$ cat src/rtl/symbol_serializer.sv
// Byte-to-symbol serializer feeding the Packetizer payload port: BPSK (1 bit) or
// QPSK (2 bits) symbols, MSB first, replicated across the output bus.
module symbol_serializer #(
    parameter int BYTES = 1
) (
    input  logic               clk,
    input  logic               rst,
    input  logic               clk_enable,
    input  logic               is_bpsk,
    input  logic [7:0]         S_tdata,
    input  logic               S_tvalid,
    output logic               S_tready,
    input  logic               S_tlast,
    output logic [BYTES*8-1:0] O_tdata,
    output logic               O_tvalid,
    input  logic               O_tready,
    output logic               O_tlast,
    output logic               O_tuser,
    output logic [15:0]        sym_count,
    output logic               pkt_done
);

    localparam int BITS = BYTES * 8;

    logic [7:0]      shreg, shreg_n;
    logic [3:0]      sym_left, sym_left_n;
    logic            last_byte, last_n;
    logic            in_pkt, in_pkt_n;
    logic [15:0]     count_n;
    logic [BITS-1:0] tdata_n;
    logic            busy, out_hs, load, tlast_hs, pkt_open, start, mode_n;

    // A byte loaded on the same edge as the previous packet's tlast symbol opens a new packet.
    always_comb begin
        busy     = (sym_left != 4'd0);
        out_hs   = clk_enable & O_tvalid & O_tready;
        S_tready = clk_enable & (~busy | (O_tready & (sym_left == 4'd1)));
        load     = S_tvalid & S_tready;
        tlast_hs = out_hs & O_tlast;
        pkt_open = in_pkt & ~tlast_hs;
        start    = load & ~pkt_open;
        mode_n   = start ? is_bpsk : O_tuser;

        shreg_n    = shreg;
        sym_left_n = sym_left;
        last_n     = last_byte;
        count_n    = sym_count;

        if (out_hs) begin
            shreg_n    = O_tuser ? {shreg[6:0], 1'b0} : {shreg[5:0], 2'b00};
            sym_left_n = sym_left - 4'd1;
            if (sym_count != 16'hFFFF)
                count_n = sym_count + 16'd1;
        end
        if (load) begin
            shreg_n    = S_tdata;
            sym_left_n = mode_n ? 4'd8 : 4'd4;
            last_n     = S_tlast;
        end
        if (start)
            count_n = 16'd0;

        in_pkt_n = pkt_open | start;
        tdata_n  = mode_n ? {BITS{shreg_n[7]}} : {BITS/2{shreg_n[7:6]}};
    end

    always_ff @(posedge clk) begin
        if (rst) begin
            shreg     <= 8'd0;
            sym_left  <= 4'd0;
            last_byte <= 1'b0;
            in_pkt    <= 1'b0;
            O_tvalid  <= 1'b0;
            O_tdata   <= '0;
            O_tlast   <= 1'b0;
            O_tuser   <= 1'b1;
            sym_count <= 16'd0;
            pkt_done  <= 1'b0;
        end else if (clk_enable) begin
            shreg     <= shreg_n;
            sym_left  <= sym_left_n;
            last_byte <= last_n;
            in_pkt    <= in_pkt_n;
            O_tvalid  <= (sym_left_n != 4'd0);
            O_tdata   <= tdata_n;
            O_tlast   <= last_n & (sym_left_n == 4'd1);
            O_tuser   <= mode_n;
            sym_count <= count_n;
            pkt_done  <= tlast_hs;
        end
    end

endmodule

$ cat config.mk
export PLATFORM = sky130hd
export DESIGN_NAME = symbol_serializer
export DESIGN_NICKNAME = d
export VERILOG_FILES = /design/src/rtl/symbol_serializer.sv
export SDC_FILE = /design/constraint.sdc
export NUM_CORES = 1
export LEC_CHECK = 0
export CAP_MARGIN = 15
export CORE_UTILIZATION = 41
export DETAILED_ROUTE_END_ITERATION = 10
export PLACE_DENSITY = 0.77
export SYNTH_ARGS = -nofsm -noshare
export SYNTH_HDL_FRONTEND = slang
export SYNTH_SLANG_ARGS = --single-unit
export TNS_END_PERCENT = 1
$ cat constraint.sdc
create_clock -name clk -period 1.76 [get_ports clk]
set_input_delay 0.528 -clock clk [delete_from_list [all_inputs] [get_ports clk]]
set_output_delay 0.528 -clock clk [all_outputs]
set_load 0.005 [all_outputs]
==> impl_metrics.json, run 1 <==
{
  "status": "finished with violations",
  "failed_checks": "setup timing",
  "initial_utilization_pct": 42.7,
  "crit_start": "sym_left[1]$_SDFFE_PP0P_",
  "cts_hold_buf": 0,
  "regToRegEndpoint": "sym_count[10]$_SDFFE_PP0P_",
  "timing.critical_path.depth": 5,
  "placed_cells_incl_taps": 341,
  "cts_max_path_buffers": 2,
  "cts_tree": "built",
  "layout-drive-gt1-share_pct": 40.3,
  "cts-buffers-inserted": 5,
  "dpl_cell_area_mm2": 0.00262,
  "number_of_flops_mapped_to_enable_cells_by_yosys": 0,
  "rr_worst_depth": 10,
  "grt_start_max_net_pins": 17,
  "cts-htree-levels": 2,
  "synthesis.nets": 232,
  "fp-row-count": 24,
  "netlist_instances": 213,
  "globalRouteTotalUtil_pct": 20.7,
  "clkSinkCount": 35,
  "critPathMaxStageDelay_ps": 340,
  "synthesis.yosys.warnings": 0,
  "yosys_most_used_dff": "sky130_fd_sc_hd__dfxtp_1",
  "irDropWorstVdd_v": 0.000462,
  "worstReg2RegStart": "sym_left[0]$_SDFFE_PP0P_",
  "async_reset_ff_share_pct": 0,
  "stdcell_area_mm2": 0.00298,
  "dr.pass1.iters": 4,
  "worstHoldPathCells": 2,
  "grt.met2_usage_pct": 37.9,
  "wl_per_cell_um": 14.8,
  "clock_transition_time_at_the_flip_flop_clock_pins_of_the_worst_setup_and_hold_paths_ps": 70,
  "crit_fanout": 3,
  "drt-initial-drc-count": 79,
  "synth_area_mm2": 0.00186,
  "fin_setup_tns_ps": -81.3,
  "route.detailed.drc": 0,
  "timing.hold.worst.class": "register to register",
  "min_period_over_period_pct": 104,
  "layout.nets": 322,
  "slew-limit-headroom_pct": 76.3,
  "antenna-diode-count": 0,
  "detail-route-antenna-nets": 0,
  "crit_slowest_cell": "sky130_fd_sc_hd__dfxtp_2",
  "sum_of_overflow_across_all_layers_after_global_routing": 0,
  "fillers": 345,
  "global_route_wire_length_before_repair_um": 8020,
  "timing.critical_path.buf_inv": 2,
  "post-dp-hpwl_um": 3360,
  "cp.required_ps": 1230,
  "unrepaired_setup_endpoints_after_global_routing": "yes",
  "grt_pass1_vias": 1828,
  "finalSetupViolations": 3,
  "globalRoute.busiestLayer": "met2",
  "timing.critical_path.to_type": "primary output",
  "place_congestion": 0.861,
  "layout_min_cycle_time_ps": 1830,
  "coreArea_mm2": 0.00435,
  "global_route.usage.met3_pct": 5.67,
  "max-cap-violations": 0,
  "detail_route.wirelength_um": 5270,
  "yosys-top-cells-count": "sky130_fd_sc_hd__nor2_1, sky130_fd_sc_hd__dfxtp_1, sky130_fd_sc_hd__a21oi_1",
  "worst_setup_path_endpoint": "S_tready",
  "power.density_mw_per_mm2": 631,
  "post_synthesis_sequential_area_ratio_pct": 37.7,
  "crit_chain": "inv_4 -> ha_4 -> a21oi_4 -> nor4b_4 -> buf_2",
  "io_buffers": 43,
  "design.portCount": 44,
  "syn_area_per_cell_um2": 8.73,
  "area_growth_from_synthesis_to_layout_pct": 60.2,
  "sequential_cell_area_um2": 733,
  "die-width_um": 69.3,
  "startpoint_type": "register",
  "clock_insertion_delay_worst_skew_ps": 300,
  "classification_of_the_worst_setup_path": "register to primary output",
  "fmax_mhz": 548,
  "grtUsageMet1_pct": 22.3,
  "fin_ws_ps": -65.5,
  "clock_skew_ps": 7.12,
  "tightestPinTransition_ps": 352,
  "floorplan.die.height_um": 69.3,
  "crit_family": "flip-flops",
  "leakage_nw": 1.27,
  "dp_slack_ps": -797,
  "cts.root.buffer_cell": "sky130_fd_sc_hd__clkbuf_8",
  "yosys.cell_count.top_type": "sky130_fd_sc_hd__nor2_1",
  "hold_viol": 0,
  "grt_antenna_before_repair": 0,
  "fp.dieArea_mm2": 0.00481,
  "synth-seq-cells": 35,
  "ff2ff_setup_slack_ps": -10,
  "critical_path_arrival_ps": 1300,
  "netlist-cell-type-count": 43,
  "yosys.area.top_type_share_pct": 37.7,
  "finalNonFillerCells": 355,
  "biggest_area_consumer_among_synthesized_cells": "sky130_fd_sc_hd__dfxtp_1",
  "drt-vias-per-instance": 5.32,
  "multi_input_comb_area_mm2": 0.00116,
  "report.final.slew_viol_count": 0,
  "yosys-top-cells-area": "sky130_fd_sc_hd__dfxtp_1, sky130_fd_sc_hd__nor2_1, sky130_fd_sc_hd__mux2i_1",
  "routed-via-count": 1889
}
layout by cell type (no fill, tap or decap), types with 2 or more instances in the layout:
master                            instances
sky130_fd_sc_hd__inv_4                    2
sky130_fd_sc_hd__a31oi_1                  2
sky130_fd_sc_hd__nand2b_1                 2
sky130_fd_sc_hd__dfxtp_2                 17
sky130_fd_sc_hd__buf_6                    5
sky130_fd_sc_hd__xnor2_1                  4
sky130_fd_sc_hd__xor2_1                  11
sky130_fd_sc_hd__a21oi_1                 13
sky130_fd_sc_hd__clkbuf_8                 6
sky130_fd_sc_hd__nand3_1                  6
sky130_fd_sc_hd__nand4_1                  6
sky130_fd_sc_hd__nor3b_1                  3
sky130_fd_sc_hd__dfxtp_1                 15
sky130_fd_sc_hd__nand2_1                  9
sky130_fd_sc_hd__nor4_2                   2
sky130_fd_sc_hd__nor3_1                   2
sky130_fd_sc_hd__o2111ai_1                3
sky130_fd_sc_hd__ha_4                     3
sky130_fd_sc_hd__buf_4                   50
sky130_fd_sc_hd__clkdlybuf4s50_1         26
sky130_fd_sc_hd__nor2_2                   7
sky130_fd_sc_hd__o211ai_1                 2
sky130_fd_sc_hd__dlygate4sd2_1           13
sky130_fd_sc_hd__nor2_1                  32
sky130_fd_sc_hd__a211oi_2                 4
sky130_fd_sc_hd__mux2i_1                 12
sky130_fd_sc_hd__a211oi_1                 3
sky130_fd_sc_hd__inv_1                    4
sky130_fd_sc_hd__and3_1                   2
sky130_fd_sc_hd__dfxtp_4                  3
sequential cells by signal, summed over array words and instances, names as in the netlist:
name / count
O_tuser: 1
O_tlast: 1
last_byte: 1
sym_count: 16
O_tvalid: 1
in_pkt: 1
sym_left: 4
pkt_done: 1
O_tdata: 2
shreg: 7
worst register-to-register path: stages, from the launching register on:
cell	delay (ps)
sky130_fd_sc_hd__dfxtp_4	380
sky130_fd_sc_hd__inv_4	40
sky130_fd_sc_hd__ha_4	150
sky130_fd_sc_hd__a21oi_4	160
sky130_fd_sc_hd__buf_6	120
sky130_fd_sc_hd__a211oi_2	40
sky130_fd_sc_hd__buf_4	140
sky130_fd_sc_hd__buf_4	130
sky130_fd_sc_hd__or2_4	260
sky130_fd_sc_hd__clkbuf_16	170
sky130_fd_sc_hd__nor2_1	110
kinds of logic (layout without fill, tap and decap cells):
logic type,after synthesis,in the layout,synth area share (%)
DFF,35,35,37.7
xor gates and xnor gates,16,16,7.54
adders and majority gates,4,4,2.69
AOI/OAI and AO/OA,37,37,13.7
muxes,12,12,6.46
buffers and inverters,24,114,8.34
and+or+nand+nor,85,85,23.6
report_power, final:
group / internal [mW] / switching [mW] / total [mW] / leakage, nW
combinational: 0.244 / 0.183 / 0.427 / 0.934
sequential: 0.823 / 0.0309 / 0.854 / 0.294
clock: 0.307 / 0.293 / 0.600 / 0.0470
total: 1.37 / 0.507 / 1.88 / 1.27
how the worst min path moves through the flow:
stage | startpoint | endpoint
after floorplan | in_pkt$_SDFFE_PP0P_ | in_pkt$_SDFFE_PP0P_
after global placement | in_pkt$_SDFFE_PP0P_ | in_pkt$_SDFFE_PP0P_
after detailed placement | in_pkt$_SDFFE_PP0P_ | in_pkt$_SDFFE_PP0P_
after CTS | in_pkt$_SDFFE_PP0P_ | in_pkt$_SDFFE_PP0P_
after global routing | pkt_done$_SDFFE_PP0P_ | pkt_done$_SDFFE_PP0P_
final | pkt_done$_SDFFE_PP0P_ | pkt_done$_SDFFE_PP0P_
layout make-up:
type                       count  share of cell area [%]
tap                           52                    2.18
timing repair buffer         101                    30.2
clock buffer                   6                    2.77
inverter                       6                   0.924
clock inverter                 1                   0.168
sequential                    35                    24.6
multi-input combinational    154                    39.1
routing by layer:
metal	part of all wire (%)	vias up
met1	42	899
met5	0	-
met3	4.2	9
met4	1.9	0
li1	-	924
met2	52	57
what timing repair did:
item | 4_1_cts | 5_1_grt
buffers inserted | 4 | 2
endpoints found under the setup margin | 51 | 32
gates cloned | 0 | 1
resized for setup | 55 | 32
pin swaps | 6 | 5
metrics by stage:
step	hold slack (ps)	utilization, %	total power [mW]
after floorplan	437	-	1.04
after global placement	450	60.2	1.21
after detailed placement	454	60.2	1.21
after CTS	478	64.6	1.82
after global routing	493	68.4	1.95
final	479	68.4	1.88
(Power assumes the default switching activity.)
==> inputs of run 2 (changes only) <==
- SKIP_LAST_GASP: default -> 1
==> impl_metrics.json, run 2 (synthesis gave the netlist of run 1 again) <==
{
  "initial_utilization_pct": 42.7,
  "design.portCount": 44,
  "crit_chain": "inv_4 -> ha_4 -> a21oi_4 -> nor4b_4 -> buf_2",
  "dp_slack_ps": -797,
  "startpoint_type": "register",
  "cp.required_ps": 1230,
  "tightestPinTransition_ps": 353,
  "route.detailed.drc": 0,
  "min_period_over_period_pct": 104,
  "die-width_um": 69.3,
  "layout_commonest_cell": "sky130_fd_sc_hd__buf_4",
  "regToRegEndpoint": "O_tdata[6]$_SDFFE_PP0P_",
  "grt_start_max_net_pins": 17,
  "timing.hold.ws_ps": 478,
  "fp.dieArea_mm2": 0.00481,
  "unrepaired_setup_endpoints_after_global_routing": "yes",
  "dr.pass1.iters": 4,
  "critPathMaxStageDelay_ps": 340,
  "cts.root.buffer_cell": "sky130_fd_sc_hd__clkbuf_8",
  "worstHoldPathCells": 2,
  "failed_checks": "setup timing",
  "worstReg2RegStart": "sym_left[1]$_SDFFE_PP0P_",
  "crit_fanout": 3,
  "grt_antenna_before_repair": 0,
  "drt-vias-per-instance": 5.28,
  "report.final.slew_viol_count": 0,
  "clock_transition_time_at_the_flip_flop_clock_pins_of_the_worst_setup_and_hold_paths_ps": 70,
  "fillers": 343,
  "sum_of_overflow_across_all_layers_after_global_routing": 0,
  "cts_tree": "built",
  "post-dp-hpwl_um": 3360,
  "ff2ff_setup_slack_ps": -20,
  "timing.critical_path.to_type": "primary output",
  "antenna-diode-count": 0,
  "coreArea_mm2": 0.00435,
  "timing.hold.worst.start": "in_pkt$_SDFFE_PP0P_",
  "status": "finished with violations",
  "routed-via-count": 1880,
  "cts-buffers-inserted": 5,
  "globalRouteTotalUtil_pct": 20.7,
  "finalSetupViolations": 21,
  "cts_max_path_buffers": 2,
  "fin_ws_ps": -66.4,
  "fp-row-count": 24,
  "fin_setup_tns_ps": -564,
  "crit_family": "flip-flops",
  "cts-htree-levels": 2,
  "irDropWorstVdd_v": 0.000444,
  "flip_flop_count_of_the_largest_register_all_copies_and_words_added": 16,
  "classification_of_the_worst_setup_path": "register to primary output",
  "clock_skew_ps": 4.33,
  "layout.cells.most_common_list": "sky130_fd_sc_hd__buf_4, sky130_fd_sc_hd__clkdlybuf4s50_1, sky130_fd_sc_hd__nor2_1, sky130_fd_sc_hd__dfxtp_1, sky130_fd_sc_hd__a21oi_1",
  "io_buffers": 43,
  "layout-drive-gt1-share_pct": 34.2,
  "crit_slowest_cell": "sky130_fd_sc_hd__dfxtp_2",
  "timing.critical_path.buf_inv": 2,
  "timing.hold.worst.class": "register to register",
  "layout.nets": 323,
  "finalPower_mw": 1.88,
  "global_route_wire_length_before_repair_um": 8020,
  "clkSinkCount": 35,
  "leakage_nw": 1.22,
  "layout_min_cycle_time_ps": 1830,
  "area_growth_from_synthesis_to_layout_pct": 60.1,
  "critical_path_arrival_ps": 1300,
  "clock_insertion_delay_worst_skew_ps": 290,
  "detail_route.wirelength_um": 5260,
  "max-cap-violations": 0,
  "top_register": "sym_count",
  "multi_input_comb_area_mm2": 0.00117,
  "rr_worst_depth": 8,
  "largestRegisters": "sym_count x16, shreg x7, sym_left x4",
  "hold_viol": 0,
  "grt_pass1_vias": 1828,
  "sequential_cell_area_um2": 711,
  "detail-route-antenna-nets": 0,
  "place_congestion": 0.861,
  "drt-initial-drc-count": 82,
  "wl_per_cell_um": 14.8,
  "power.density_mw_per_mm2": 631,
  "fin_util_pct": 68.4,
  "timing.hold.worst_endpoint": "in_pkt$_SDFFE_PP0P_",
  "fmax_mhz": 548,
  "floorplan.die.height_um": 69.3,
  "slew-limit-headroom_pct": 76.4
}
==> run 2: repair_timing <==
action / 4_1_cts / 5_1_grt
hold buffers: 0 / 0
setup endpoints to repair: 51 / 51
pin swaps: 5 / 6
buffers inserted: 4 / 3
gates cloned: 0 / 1
resized for setup: 25 / 28
==> run 2: final cells by class <==
cell class                      count  area share, %
Clock buffer                        6           2.77
Timing Repair Buffer              102           30.8
Tap cell                           52           2.19
Sequential cell                    35           23.9
Clock inverter                      1          0.168
Multi-Input combinational cell    154           39.3
Inverter                            6          0.925
==> run 2: report_power, final <==
group	internal [mW]	total [mW]	leakage (nW)	switching, mW
registers	0.824	0.855	0.286	0.0310
logic	0.248	0.431	0.882	0.183
clock network	0.307	0.591	0.0470	0.284
total	1.38	1.88	1.22	0.498
==> run 2: metrics by stage <==
stage               instance area, um2  instances
floorplan                         1860        213
global placement                  2620        341
detailed placement                2620        341
CTS                               2810        352
global route                      2980        356
finish                            2980        356
==> run 2: worst max-delay path by stage <==
| stage | start | cells after the start | slack [ps] | end |
|---|---|---|---|---|
| after floorplan | O_tready | 5 | 10 | O_tdata[6]$_SDFFE_PP0P_ |
| final | sym_left[1]$_SDFFE_PP0P_ | 5 | -70 | S_tready |
| after global routing | sym_left[1]$_SDFFE_PP0P_ | 5 | -120 | S_tready |
| after detailed placement | O_tready | 4 | -800 | S_tready |
| after CTS | sym_left[1]$_SDFFE_PP0P_ | 5 | -100 | S_tready |
| after global placement | O_tready | 4 | -730 | S_tready |
==> run 2: worst register-to-register path, stage by stage, from the launching register on <==
cell and delay [ps]:
sky130_fd_sc_hd__dfxtp_2 340, sky130_fd_sc_hd__inv_4 80, sky130_fd_sc_hd__ha_4 150, sky130_fd_sc_hd__a21oi_4 60
sky130_fd_sc_hd__buf_6 120, sky130_fd_sc_hd__a211oi_2 240, sky130_fd_sc_hd__mux2i_2 300, sky130_fd_sc_hd__mux2i_1 260
sky130_fd_sc_hd__a31o_2 180
==> run 2: metal layers <==
| layer | up-vias | routed length, um | global-route usage, % |
|---|---|---|---|
| met5 | - | 0 | 0 |
| met4 | 0 | 91 | 8.16 |
| met3 | 10 | 261 | 5.67 |
| met2 | 58 | 2810 | 37.9 |
| met1 | 885 | 2100 | 22.3 |
| li1 | 927 | - | - |
==> inputs of run 3 (changes only) <==
- CTS_CLUSTER_DIAMETER: default -> 30
- SKIP_CTS_REPAIR_TIMING: default -> 1
==> impl_metrics.json, run 3 (synthesis gave the netlist of run 1 again) <==
{
  "fmax_mhz": 533,
  "antenna-diode-count": 0,
  "hold_viol": 0,
  "timing.critical_path.to_type": "primary output",
  "area_growth_from_synthesis_to_layout_pct": 57.2,
  "clock_skew_ps": 3.98,
  "met2_wire_length_um": 2500,
  "min_period_over_period_pct": 107,
  "sum_of_overflow_across_all_layers_after_global_routing": 0,
  "startpoint_type": "register",
  "grt_start_max_net_pins": 17,
  "cts-htree-levels": 2,
  "dp_slack_ps": -797,
  "top_register": "sym_count",
  "drt-initial-drc-count": 79,
  "leakage_nw": 1.20,
  "critical_path_arrival_ps": 1350,
  "place_congestion": 0.861,
  "clock_insertion_delay_worst_skew_ps": 290,
  "coreArea_mm2": 0.00435,
  "crit_chain": "inv_4 -> ha_4 -> a21oi_2 -> nor4b_2 -> buf_2",
  "critPathMaxStageDelay_ps": 340,
  "fp.dieArea_mm2": 0.00481,
  "globalRouteTotalUtil_pct": 19.6,
  "highest_layer": "met4",
  "die-width_um": 69.3,
  "drt-vias-per-instance": 5.20,
  "floorplan.die.height_um": 69.3,
  "post-dp-hpwl_um": 3360,
  "route.detailed.drc": 0,
  "wl_met3_um": 253,
  "classification_of_the_worst_setup_path": "register to primary output",
  "wl_met1_um": 2020,
  "grt_antenna_before_repair": 0,
  "crit_fanout": 3,
  "flip_flop_count_of_the_largest_register_all_copies_and_words_added": 16,
  "status": "finished with violations",
  "detail-route-antenna-nets": 0,
  "largestRegisters": "sym_count x16, shreg x7, sym_left x4",
  "routed-via-count": 1857,
  "max-cap-violations": 0,
  "timing.hold.worst.class": "register to register",
  "dr.pass1.iters": 5,
  "power.density_mw_per_mm2": 631,
  "cts-buffers-inserted": 5,
  "cts.root.buffer_cell": "sky130_fd_sc_hd__clkbuf_8",
  "crit_slowest_cell": "sky130_fd_sc_hd__dfxtp_2",
  "slew-limit-headroom_pct": 78.5,
  "cts_tree": "built",
  "detail_route.wirelength_um": 4880,
  "clock_transition_time_at_the_flip_flop_clock_pins_of_the_worst_setup_and_hold_paths_ps": 70,
  "finalSetupViolations": 34,
  "report.final.slew_viol_count": 0,
  "layout-drive-gt1-share_pct": 31.8,
  "unrepaired_setup_endpoints_after_global_routing": "yes",
  "finalPower_mw": 1.85,
  "cts_max_path_buffers": 2,
  "tightestPinTransition_ps": 319,
  "grt_pass1_vias": 1752,
  "io_buffers": 43,
  "cp.required_ps": 1230,
  "failed_checks": "setup timing",
  "clkSinkCount": 35,
  "fp-row-count": 24,
  "fin_ws_ps": -115,
  "layout_commonest_cell": "sky130_fd_sc_hd__buf_4",
  "layout.nets": 324,
  "irDropWorstVdd_v": 0.000448,
  "wl_per_cell_um": 13.7,
  "design.portCount": 44,
  "initial_utilization_pct": 42.7,
  "global_route_wire_length_before_repair_um": 7620,
  "timing.hold.ws_ps": 479,
  "layout_min_cycle_time_ps": 1870,
  "layout.cells.most_common_list": "sky130_fd_sc_hd__buf_4, sky130_fd_sc_hd__clkdlybuf4s50_1, sky130_fd_sc_hd__nor2_1, sky130_fd_sc_hd__dfxtp_1, sky130_fd_sc_hd__a21oi_1"
}
run 3: through the flow:
stage	std cells	util [%]	setup TNS, ps	area (um2)
2_1_floorplan	213	-	0	1860
3_3_place_gp	341	60.2	-17280	2620
3_5_place_dp	341	60.2	-18080	2620
4_1_cts	348	62.2	-9320	2710
5_1_grt	357	67.1	-4080	2920
6_report	357	67.1	-1270	2920
run 3: worst paths after layout:
kind | endpoint | slack [ps] | from | depth (start not counted)
worst max register to register | O_tdata[6]$_SDFFE_PP0P_ | -90 | sym_left[1]$_SDFFE_PP0P_ | 9
worst max-delay path | S_tready | -110 | sym_left[1]$_SDFFE_PP0P_ | 5
worst min-delay path | pkt_done$_SDFFE_PP0P_ | 480 | pkt_done$_SDFFE_PP0P_ | 2
worst min register to register | pkt_done$_SDFFE_PP0P_ | 480 | pkt_done$_SDFFE_PP0P_ | 2
run 3: power by group:
part	switching (mW)	leakage (nW)	internal (mW)
clock network	0.276	0.0470	0.307
logic	0.173	0.863	0.236
registers	0.0299	0.286	0.824
run 3: area by class of cell:
class                   count  area, um2
repair buffers            103        915
inverters                   6       27.5
well taps                  52       65.1
multi-input cells         154       1120
clock buffers               6       82.6
fillers                   348       1430
flip-flops and latches     35        708
clock inverters             1       5.00
run 3: metal layers:
metal  global-route usage (%)  vias to the layer above
li1                         -                      926
met1                     21.6                      852
met2                     35.3                       63
met3                     5.67                       16
met4                     7.71                        0
met5                        0                        -
run 3: worst max-delay path: cells and delay by family (launching register included):
| kind | cells | cell delay (ps) |
|---|---|---|
| AO/OA/AOI/OAI | 1 | 60 |
| adder cells (fa/ha/maj) | 1 | 130 |
| buffers and inverters | 2 | 250 |
| AND/OR/NAND/NOR | 1 | 290 |
| flip-flops | 1 | 340 |
